$ cat config.mk
export PLATFORM = sky130hd
export DESIGN_NAME = point_tile_binner_flat
export DESIGN_NICKNAME = d
export VERILOG_FILES = /design/src/rtl/lidar_tiler_pkg.sv /design/src/rtl/point_tile_binner_if.sv /design/src/rtl/tile_packet_fifo.sv /design/src/rtl/point_tile_binner.sv /design/src/flat_wrapper.sv
export SDC_FILE = /design/constraint.sdc
export NUM_CORES = 1
export LEC_CHECK = 0
export CAP_MARGIN = 0
export CORE_MARGIN = 8
export CORE_UTILIZATION = 40
export CTS_BUF_LIST = sky130_fd_sc_hd__clkbuf_8 sky130_fd_sc_hd__clkbuf_16
export DETAILED_ROUTE_END_ITERATION = 10
export SLEW_MARGIN = 20
export SYNTH_ARGS = -nofsm -noshare
export SYNTH_HDL_FRONTEND = slang
export SYNTH_SLANG_ARGS = --single-unit
$ cat constraint.sdc
create_clock -name clk -period 18.7 [get_ports clk]
set_clock_uncertainty 0.1 [all_clocks]
set_input_delay 1.87 -clock clk [delete_from_list [all_inputs] [get_ports clk]]
set_output_delay 1.87 -clock clk [all_outputs]
set_load 0.05 [all_outputs]
$ cat src/rtl/lidar_tiler_pkg.sv
// Shared Point Cloud Tiler definitions: packet/point layout, serializer states and lane helpers.
package lidar_tiler_pkg;

    localparam int unsigned LANES          = 4;
    localparam int unsigned LANE_W         = 2;
    localparam int unsigned POINT_W        = 32;
    localparam int unsigned COORD_W        = 10;
    localparam int unsigned X_LSB          = 0;
    localparam int unsigned Y_LSB          = 10;
    localparam int unsigned Z_LSB          = 20;
    localparam int unsigned FLAG_VALID_BIT = 30;
    localparam int unsigned FLAG_TAG_BIT   = 31;
    localparam int unsigned PACKET_W       = LANES * POINT_W;

    typedef struct packed {
        logic [1:0]         flags;
        logic [COORD_W-1:0] z;
        logic [COORD_W-1:0] y;
        logic [COORD_W-1:0] x;
    } point_t;

    typedef logic [LANES-1:0][POINT_W-1:0] packet_t;

    typedef enum logic {
        ST_IDLE,
        ST_EMIT
    } binner_state_t;

    function automatic logic [LANES-1:0] valid_lanes(input packet_t pkt);
        logic [LANES-1:0] m;
        m = '0;
        for (int unsigned i = 0; i < LANES; i++) begin
            m[i] = pkt[i][FLAG_VALID_BIT];
        end
        return m;
    endfunction

    function automatic logic [LANE_W-1:0] lowest_lane(input logic [LANES-1:0] mask);
        logic [LANE_W-1:0] sel;
        logic              found;
        sel   = '0;
        found = 1'b0;
        for (int unsigned i = 0; i < LANES; i++) begin
            if (mask[i] && !found) begin
                sel   = LANE_W'(i);
                found = 1'b1;
            end
        end
        return sel;
    endfunction

endpackage

$ cat src/rtl/point_tile_binner_if.sv
// Point output stream of the tile binner: one tagged point per valid/ready transfer.
interface point_tile_binner_if #(
    parameter int unsigned TILE_SHIFT = 6
);
    import lidar_tiler_pkg::*;

    logic                              out_valid;
    logic                              out_ready;
    logic [POINT_W-1:0]                out_point;
    logic [2*(COORD_W-TILE_SHIFT)-1:0] out_tile_id;
    logic                              out_last;

    modport master (
        output out_valid,
        output out_point,
        output out_tile_id,
        output out_last,
        input  out_ready
    );

    modport slave (
        input  out_valid,
        input  out_point,
        input  out_tile_id,
        input  out_last,
        output out_ready
    );

endinterface

$ cat src/rtl/tile_packet_fifo.sv
// Synchronous packet FIFO; pushes are ignored when full, pops ignored when empty.
module tile_packet_fifo #(
    parameter int unsigned WIDTH = 128,
    parameter int unsigned DEPTH = 4
) (
    input  logic                     clk,
    input  logic                     reset_n,
    input  logic                     push,
    input  logic                     pop,
    input  logic [WIDTH-1:0]         wr_data,
    output logic [WIDTH-1:0]         rd_data,
    output logic                     full,
    output logic                     empty,
    output logic [$clog2(DEPTH):0]   count
);
    localparam int unsigned AW = $clog2(DEPTH);
    localparam logic [AW:0] DEPTH_CNT = (AW+1)'(DEPTH);

    logic [WIDTH-1:0] mem [DEPTH];
    logic [AW:0]      wr_ptr;
    logic [AW:0]      rd_ptr;
    logic             do_push;
    logic             do_pop;

    // Pointers carry one extra wrap bit so full and empty are distinguishable.
    assign count   = wr_ptr - rd_ptr;
    assign full    = (count == DEPTH_CNT);
    assign empty   = (wr_ptr == rd_ptr);
    assign rd_data = mem[rd_ptr[AW-1:0]];
    assign do_push = push && !full;
    assign do_pop  = pop && !empty;

    always_ff @(posedge clk or negedge reset_n) begin
        if (!reset_n) begin
            wr_ptr <= '0;
            rd_ptr <= '0;
        end else begin
            if (do_push) begin
                wr_ptr <= wr_ptr + 1'b1;
            end
            if (do_pop) begin
                rd_ptr <= rd_ptr + 1'b1;
            end
        end
    end

    always_ff @(posedge clk) begin
        if (do_push) begin
            mem[wr_ptr[AW-1:0]] <= wr_data;
        end
    end

endmodule

$ cat src/rtl/point_tile_binner.sv
// Buffers normalized 4-point packets and streams present points one per cycle, tagged with a 2-D tile ID.
module point_tile_binner
    import lidar_tiler_pkg::*;
#(
    parameter int unsigned FIFO_DEPTH = 4,
    parameter int unsigned TILE_SHIFT = 6,
    parameter int unsigned CNT_W      = 16
) (
    input  logic                 clk,
    input  logic                 reset_n,
    input  logic [PACKET_W-1:0]  normalized_coords,
    input  logic                 input_valid,
    input  logic                 frame_start,
    point_tile_binner_if.master  out_if,
    output logic [CNT_W-1:0]     point_count,
    output logic [CNT_W-1:0]     drop_count,
    output logic                 fifo_full,
    output logic                 busy
);
    localparam int unsigned TILE_W = 2 * (COORD_W - TILE_SHIFT);
    localparam int unsigned FCNT_W = $clog2(FIFO_DEPTH) + 1;

    binner_state_t     state;
    binner_state_t     state_nxt;
    packet_t           hold;
    packet_t           hold_nxt;
    packet_t           fifo_head;
    logic [LANES-1:0]  mask;
    logic [LANES-1:0]  mask_nxt;
    logic [LANES-1:0]  mask_left;
    logic [LANE_W-1:0] lane_nxt;
    point_t            pt_nxt;
    logic [TILE_W-1:0] tile_nxt;
    logic              pop;
    logic              fifo_empty;
    logic              transfer;
    logic              drop;
    logic [FCNT_W-1:0] fifo_count;

    tile_packet_fifo #(
        .WIDTH (PACKET_W),
        .DEPTH (FIFO_DEPTH)
    ) u_fifo (
        .clk     (clk),
        .reset_n (reset_n),
        .push    (input_valid),
        .pop     (pop),
        .wr_data (normalized_coords),
        .rd_data (fifo_head),
        .full    (fifo_full),
        .empty   (fifo_empty),
        .count   (fifo_count)
    );

    assign transfer = out_if.out_valid && out_if.out_ready;
    assign drop     = input_valid && fifo_full;
    assign busy     = (fifo_count != '0) || (state == ST_EMIT);

    // Outputs are computed from the next hold/mask so they are registered yet track the reload edge.
    always_comb begin
        hold_nxt  = hold;
        mask_nxt  = mask;
        pop       = 1'b0;
        mask_left = mask & (mask - 1'b1);
        unique case (state)
            ST_IDLE: begin
                if (!fifo_empty) begin
                    pop      = 1'b1;
                    hold_nxt = fifo_head;
                    mask_nxt = valid_lanes(fifo_head);
                end
            end
            ST_EMIT: begin
                if (transfer) begin
                    mask_nxt = mask_left;
                    if (mask_left == '0 && !fifo_empty) begin
                        pop      = 1'b1;
                        hold_nxt = fifo_head;
                        mask_nxt = valid_lanes(fifo_head);
                    end
                end
            end
        endcase
        state_nxt = (mask_nxt != '0) ? ST_EMIT : ST_IDLE;
        lane_nxt  = lowest_lane(mask_nxt);
        pt_nxt    = hold_nxt[lane_nxt];
        tile_nxt  = {pt_nxt.y[COORD_W-1:TILE_SHIFT], pt_nxt.x[COORD_W-1:TILE_SHIFT]};
    end

    always_ff @(posedge clk or negedge reset_n) begin
        if (!reset_n) begin
            state              <= ST_IDLE;
            hold               <= '0;
            mask               <= '0;
            out_if.out_valid   <= 1'b0;
            out_if.out_point   <= '0;
            out_if.out_tile_id <= '0;
            out_if.out_last    <= 1'b0;
        end else begin
            state              <= state_nxt;
            hold               <= hold_nxt;
            mask               <= mask_nxt;
            out_if.out_valid   <= (state_nxt == ST_EMIT);
            out_if.out_point   <= pt_nxt;
            out_if.out_tile_id <= tile_nxt;
            out_if.out_last    <= $onehot(mask_nxt);
        end
    end

    // frame_start restarts each counter but still counts an event landing on the same edge.
    always_ff @(posedge clk or negedge reset_n) begin
        if (!reset_n) begin
            point_count <= '0;
            drop_count  <= '0;
        end else begin
            if (frame_start) begin
                point_count <= CNT_W'(transfer);
            end else if (transfer && point_count != '1) begin
                point_count <= point_count + 1'b1;
            end
            if (frame_start) begin
                drop_count <= CNT_W'(drop);
            end else if (drop && drop_count != '1) begin
                drop_count <= drop_count + 1'b1;
            end
        end
    end

endmodule

$ cat src/flat_wrapper.sv
// flat-port wrapper written by rule: the top's interface ports become plain ports
module point_tile_binner_flat import lidar_tiler_pkg::*;
#(
    parameter int unsigned FIFO_DEPTH = 4,
    parameter int unsigned TILE_SHIFT = 6,
    parameter int unsigned CNT_W      = 16
)
  (clk, reset_n, normalized_coords, input_valid, frame_start, point_count, drop_count, fifo_full, busy, out_if_out_valid, out_if_out_point, out_if_out_tile_id, out_if_out_last, out_if_out_ready);
  point_tile_binner_if #(.TILE_SHIFT(TILE_SHIFT)) out_if_i ();
  input  logic clk;
  input  logic reset_n;
  input  logic [PACKET_W-1:0] normalized_coords;
  input  logic input_valid;
  input  logic frame_start;
  output logic [CNT_W-1:0] point_count;
  output logic [CNT_W-1:0] drop_count;
  output logic fifo_full;
  output logic busy;
  output wire logic [$bits(out_if_i.out_valid)-1:0] out_if_out_valid;
  output wire logic [$bits(out_if_i.out_point)-1:0] out_if_out_point;
  output wire logic [$bits(out_if_i.out_tile_id)-1:0] out_if_out_tile_id;
  output wire logic [$bits(out_if_i.out_last)-1:0] out_if_out_last;
  input wire logic [$bits(out_if_i.out_ready)-1:0] out_if_out_ready;
  assign out_if_out_valid = out_if_i.out_valid;
  assign out_if_out_point = out_if_i.out_point;
  assign out_if_out_tile_id = out_if_i.out_tile_id;
  assign out_if_out_last = out_if_i.out_last;
  assign out_if_i.out_ready = out_if_out_ready;
  point_tile_binner #(.FIFO_DEPTH(FIFO_DEPTH), .TILE_SHIFT(TILE_SHIFT), .CNT_W(CNT_W)) u_core (.clk(clk), .reset_n(reset_n), .normalized_coords(normalized_coords), .input_valid(input_valid), .frame_start(frame_start), .out_if(out_if_i), .point_count(point_count), .drop_count(drop_count), .fifo_full(fifo_full), .busy(busy));
endmodule
==> impl_metrics.csv <==
group,metric,value,unit
outcome,status,"finished clean",
routing,viasPerCell,5.240,
routing,drt_iter0_markers,743,
critical_path,reg2reg_from,"u_core.u_fifo.rd_ptr[1]",
floorplanning,start_util,0.4026,
logic_synthesis,async_flop_share,0.2849,
logic_synthesis,syn_inst,1369,
critical_path,crit_path_cell_trace,"inv_1 -> ha_1 -> nand3b_1 -> or2_2 -> clkdlybuf4s50_1",
logic_synthesis,yosys_warnings,0,
clock_network,cts_tree,"yes",
floorplanning,io_pins,209,
floorplanning,core_area,68350,um2
layout,most-common-layout-cells,"edfxtp_1 (512), clkdlybuf4s50_1 (207), dfrtp_1 (202), mux4_2 (130), mux2_2 (127)",
placed_design,place_congestion,0.7614,
layout,layout_commonest_cell,"edfxtp_1",
clock_network,clk_pin_slew_worst_paths,0.06,ns
global_route,grt_pass1_vias,14350,
logic_synthesis,syn_nets,1518,
power_and_ir_drop,pwr_density_cell,182.8,nW/um2
sta,rsz0062_at_grt,"no",
power_and_ir_drop,swShare,0.3329,
clock_network,numCtsBuffers,75,
routing,drc,0,
sta,setup_viol_count_final,0,
layout,nFillCells,5508,
critical_path,r2r_end,"u_core.out_if.out_point[0]",
logic_synthesis,synth_area,27520,um2
critical_path,cp-startpoint,"u_core.u_fifo.rd_ptr[1]",
global_route,antenna_found_initial,15,
sta,hold_viol_final,0,
critical_path,cp_data_arrival_time,3.25,ns
critical_path,path_class,"register to output pin",
critical_path,crit_end,"busy",
logic_synthesis,yosysUniqueCellTypes,65,
global_route,groute.usage.overall,0.1541,
critical_path,critPathSlowestCell,"dfrtp_4",
global_route,grt.overflow.total,0,
sta,finalCriticalPeriod,5.217,ns
critical_path,crit_required,16.73,ns
placed_design,dp_hpwl,36.47,mm
clock_network,insertion_delay,0.60,ns
global_route,grt_max_degree,134,
power_and_ir_drop,clock_power_share,0.241,
sta,max_slew.worst_pin.slew,0.9978,ns
sta,period_share,0.2790,
clock_network,post-cts-setup-buffers,0,
placed_design,io_buffers,208,
power_and_ir_drop,p_comb_frac,0.365,
sta,maxSlewViolCount,0,
sta,setup_ws,13.48,ns
sta,setup-tns-final,0,ns
floorplanning,rows,96,
floorplanning,fp.dieW,278.3,um
clock_network,clock-sinks,716,
global_route,use_met3,0.04724,
critical_path,reg2reg_slack,14.49,ns
critical_path,startpoint_type,"register",
power_and_ir_drop,p_int,4036,uW
routing,drt.antenna.violating_nets,0,
critical_path,crit_path_max_fanout,29,
power_and_ir_drop,power_leakage,0.01149,uW
routing,dr.pass1.iters,4,
floorplanning,dieHeight,278.3,um
sta,relSlewSlack,0.3348,
routing,routed_wl,59.62,mm
logic_synthesis,synth-edff-count,512,
layout,fin_nets,1756,
routing,num_vias,13370,
global_route,grt_busiest_layer,"met2",
critical_path,rr_worst_depth,11,
power_and_ir_drop,finalPower,6050,uW
layout,areaGrowthSynthToFinish,20.28,%
min_path,min_path_type,"register to register",
power_and_ir_drop,seqPwrFrac,0.394,
layout,drive_above_1_share,0.2591,
global_route,met1_usage,0.2041,
clock_network,cts.repair.resized,0,
logic_synthesis,synth_ff_type,"edfxtp_1",
power_and_ir_drop,power_switching,2014,uW
global_route,grt_use_met2,0.2472,
clock_network,htreeDepth,3,
sta,whs,0.3747,ns
floorplanning,dieArea,77440,um2
global_route,grt_pass1_wl,91.11,mm
clock_network,ctsRootBufferMaster,"clkbuf_16",
placed_design,post-place-ws,13.46,ns
clock_network,cts_hold_buf,0,
layout,fin_util,0.4843,
sta,fmax,0.1917,GHz
logic_synthesis,syn-mean-instance-area,20.10,um2
power_and_ir_drop,peakVddDrop,0.1663,mV
critical_path,critPathCaptureType,"output pin",
clock_network,cts_buffer_depth,3,
logic_synthesis,ys_seq_elements,716,
run,maxCapViolCount,0,
routing,wl_per_cell,23.37,um
logic_synthesis,ys_seq_area_frac,0.7442,
critical_path,cp_slowest_stage_delay,0.76,ns
-- worst min-delay path by stage --
stage | startpoint | endpoint | slack, ns | cells past startpoint
CTS | u_core.hold[59] | u_core.hold[59] | 0.38 | 2
floorplan | u_core.hold[59] | u_core.hold[59] | 0.34 | 2
detailed placement | u_core.hold[59] | u_core.hold[59] | 0.36 | 2
global placement | u_core.hold[29] | u_core.hold[29] | 0.35 | 2
finish | u_core.hold[59] | u_core.hold[59] | 0.37 | 2
global route | u_core.hold[94] | u_core.hold[94] | 0.41 | 1
-- per-stage QoR --
| stage | instance area [um2] | std cells |
|---|---|---|
| after CTS | 33010 | 2546 |
| after floorplan | 27520 | 1369 |
| after global placement | 30540 | 2409 |
| after detailed placement | 30540 | 2409 |
| final | 33100 | 2551 |
| after global routing | 33090 | 2549 |
-- power groups by stage --
stage	Combinational, uW	Sequential (uW)	Clock, uW
2_1_floorplan	1500	2500	0
3_3_place_gp	2210	2400	0
3_5_place_dp	2240	2420	0
4_1_cts	2250	2390	1510
5_1_grt	2390	2430	1570
6_report	2210	2380	1460
-- registers in the layout, summed over array words and instances, names as in the netlist --
name and flops:
u_core.mask 4, u_core.u_fifo.wr_ptr 3, u_core.u_fifo.rd_ptr 3, u_core.drop_count 16, u_core.out_if.out_point 32, u_core.out_if.out_valid 1, u_core.point_count 16, u_core.hold 128
u_core.out_if.out_last 1, u_core.u_fifo.mem 512
-- final cells by class --
cell class	count	area (um2)	area share
Antenna cell	2	5.005	0.0001512
Clock buffer	86	2051	0.06196
Clock inverter	51	412.9	0.01247
Inverter	16	60.06	0.001815
Multi-Input combinational cell	568	6663	0.2013
Sequential cell	716	20490	0.6190
Tap cell	882	1104	0.03334
Timing Repair Buffer	230	2316	0.06997
-- critical path, delay by kind of cell, from the launching register on --
family	cells	cell delay [ns]
and+or+nand+nor	2	0.56
adders and majority gates	1	0.38
DFF	1	0.76
buffers and inverters	2	0.93
-- logic make-up after synthesis --
group                    synth area share
AO/OA/AOI/OAI                     0.02919
XOR/XNOR                         0.007912
buffers and inverters             0.01500
AND/OR/NAND/NOR                   0.02605
adder cells (fa/ha/maj)          0.007957
multiplexers                       0.1696
flip-flops                         0.7442
-- cells in the mapped netlist, types with 19 or more instances --
master | number | area [um2]
buf_2 | 26 | 130.1
mux4_2 | 130 | 2928
nor2_1 | 38 | 142.6
o21ai_0 | 25 | 125.1
mux2_2 | 127 | 1430
dfrtp_1 | 204 | 5105
edfxtp_1 | 512 | 15370
mux2i_1 | 31 | 310.3
a22oi_1 | 19 | 142.6
nand2_1 | 30 | 112.6
clkbuf_1 | 28 | 105.1
-- metal layers --
metal / share of wire / up-vias
met1: 0.43 / 7019
met2: 0.48 / 313
met4: 0.019 / 22
met3: 0.066 / 94
met5: 0.0022 / -
li1: - / 5919
Note: power is estimated with default switching activity, not from simulation.
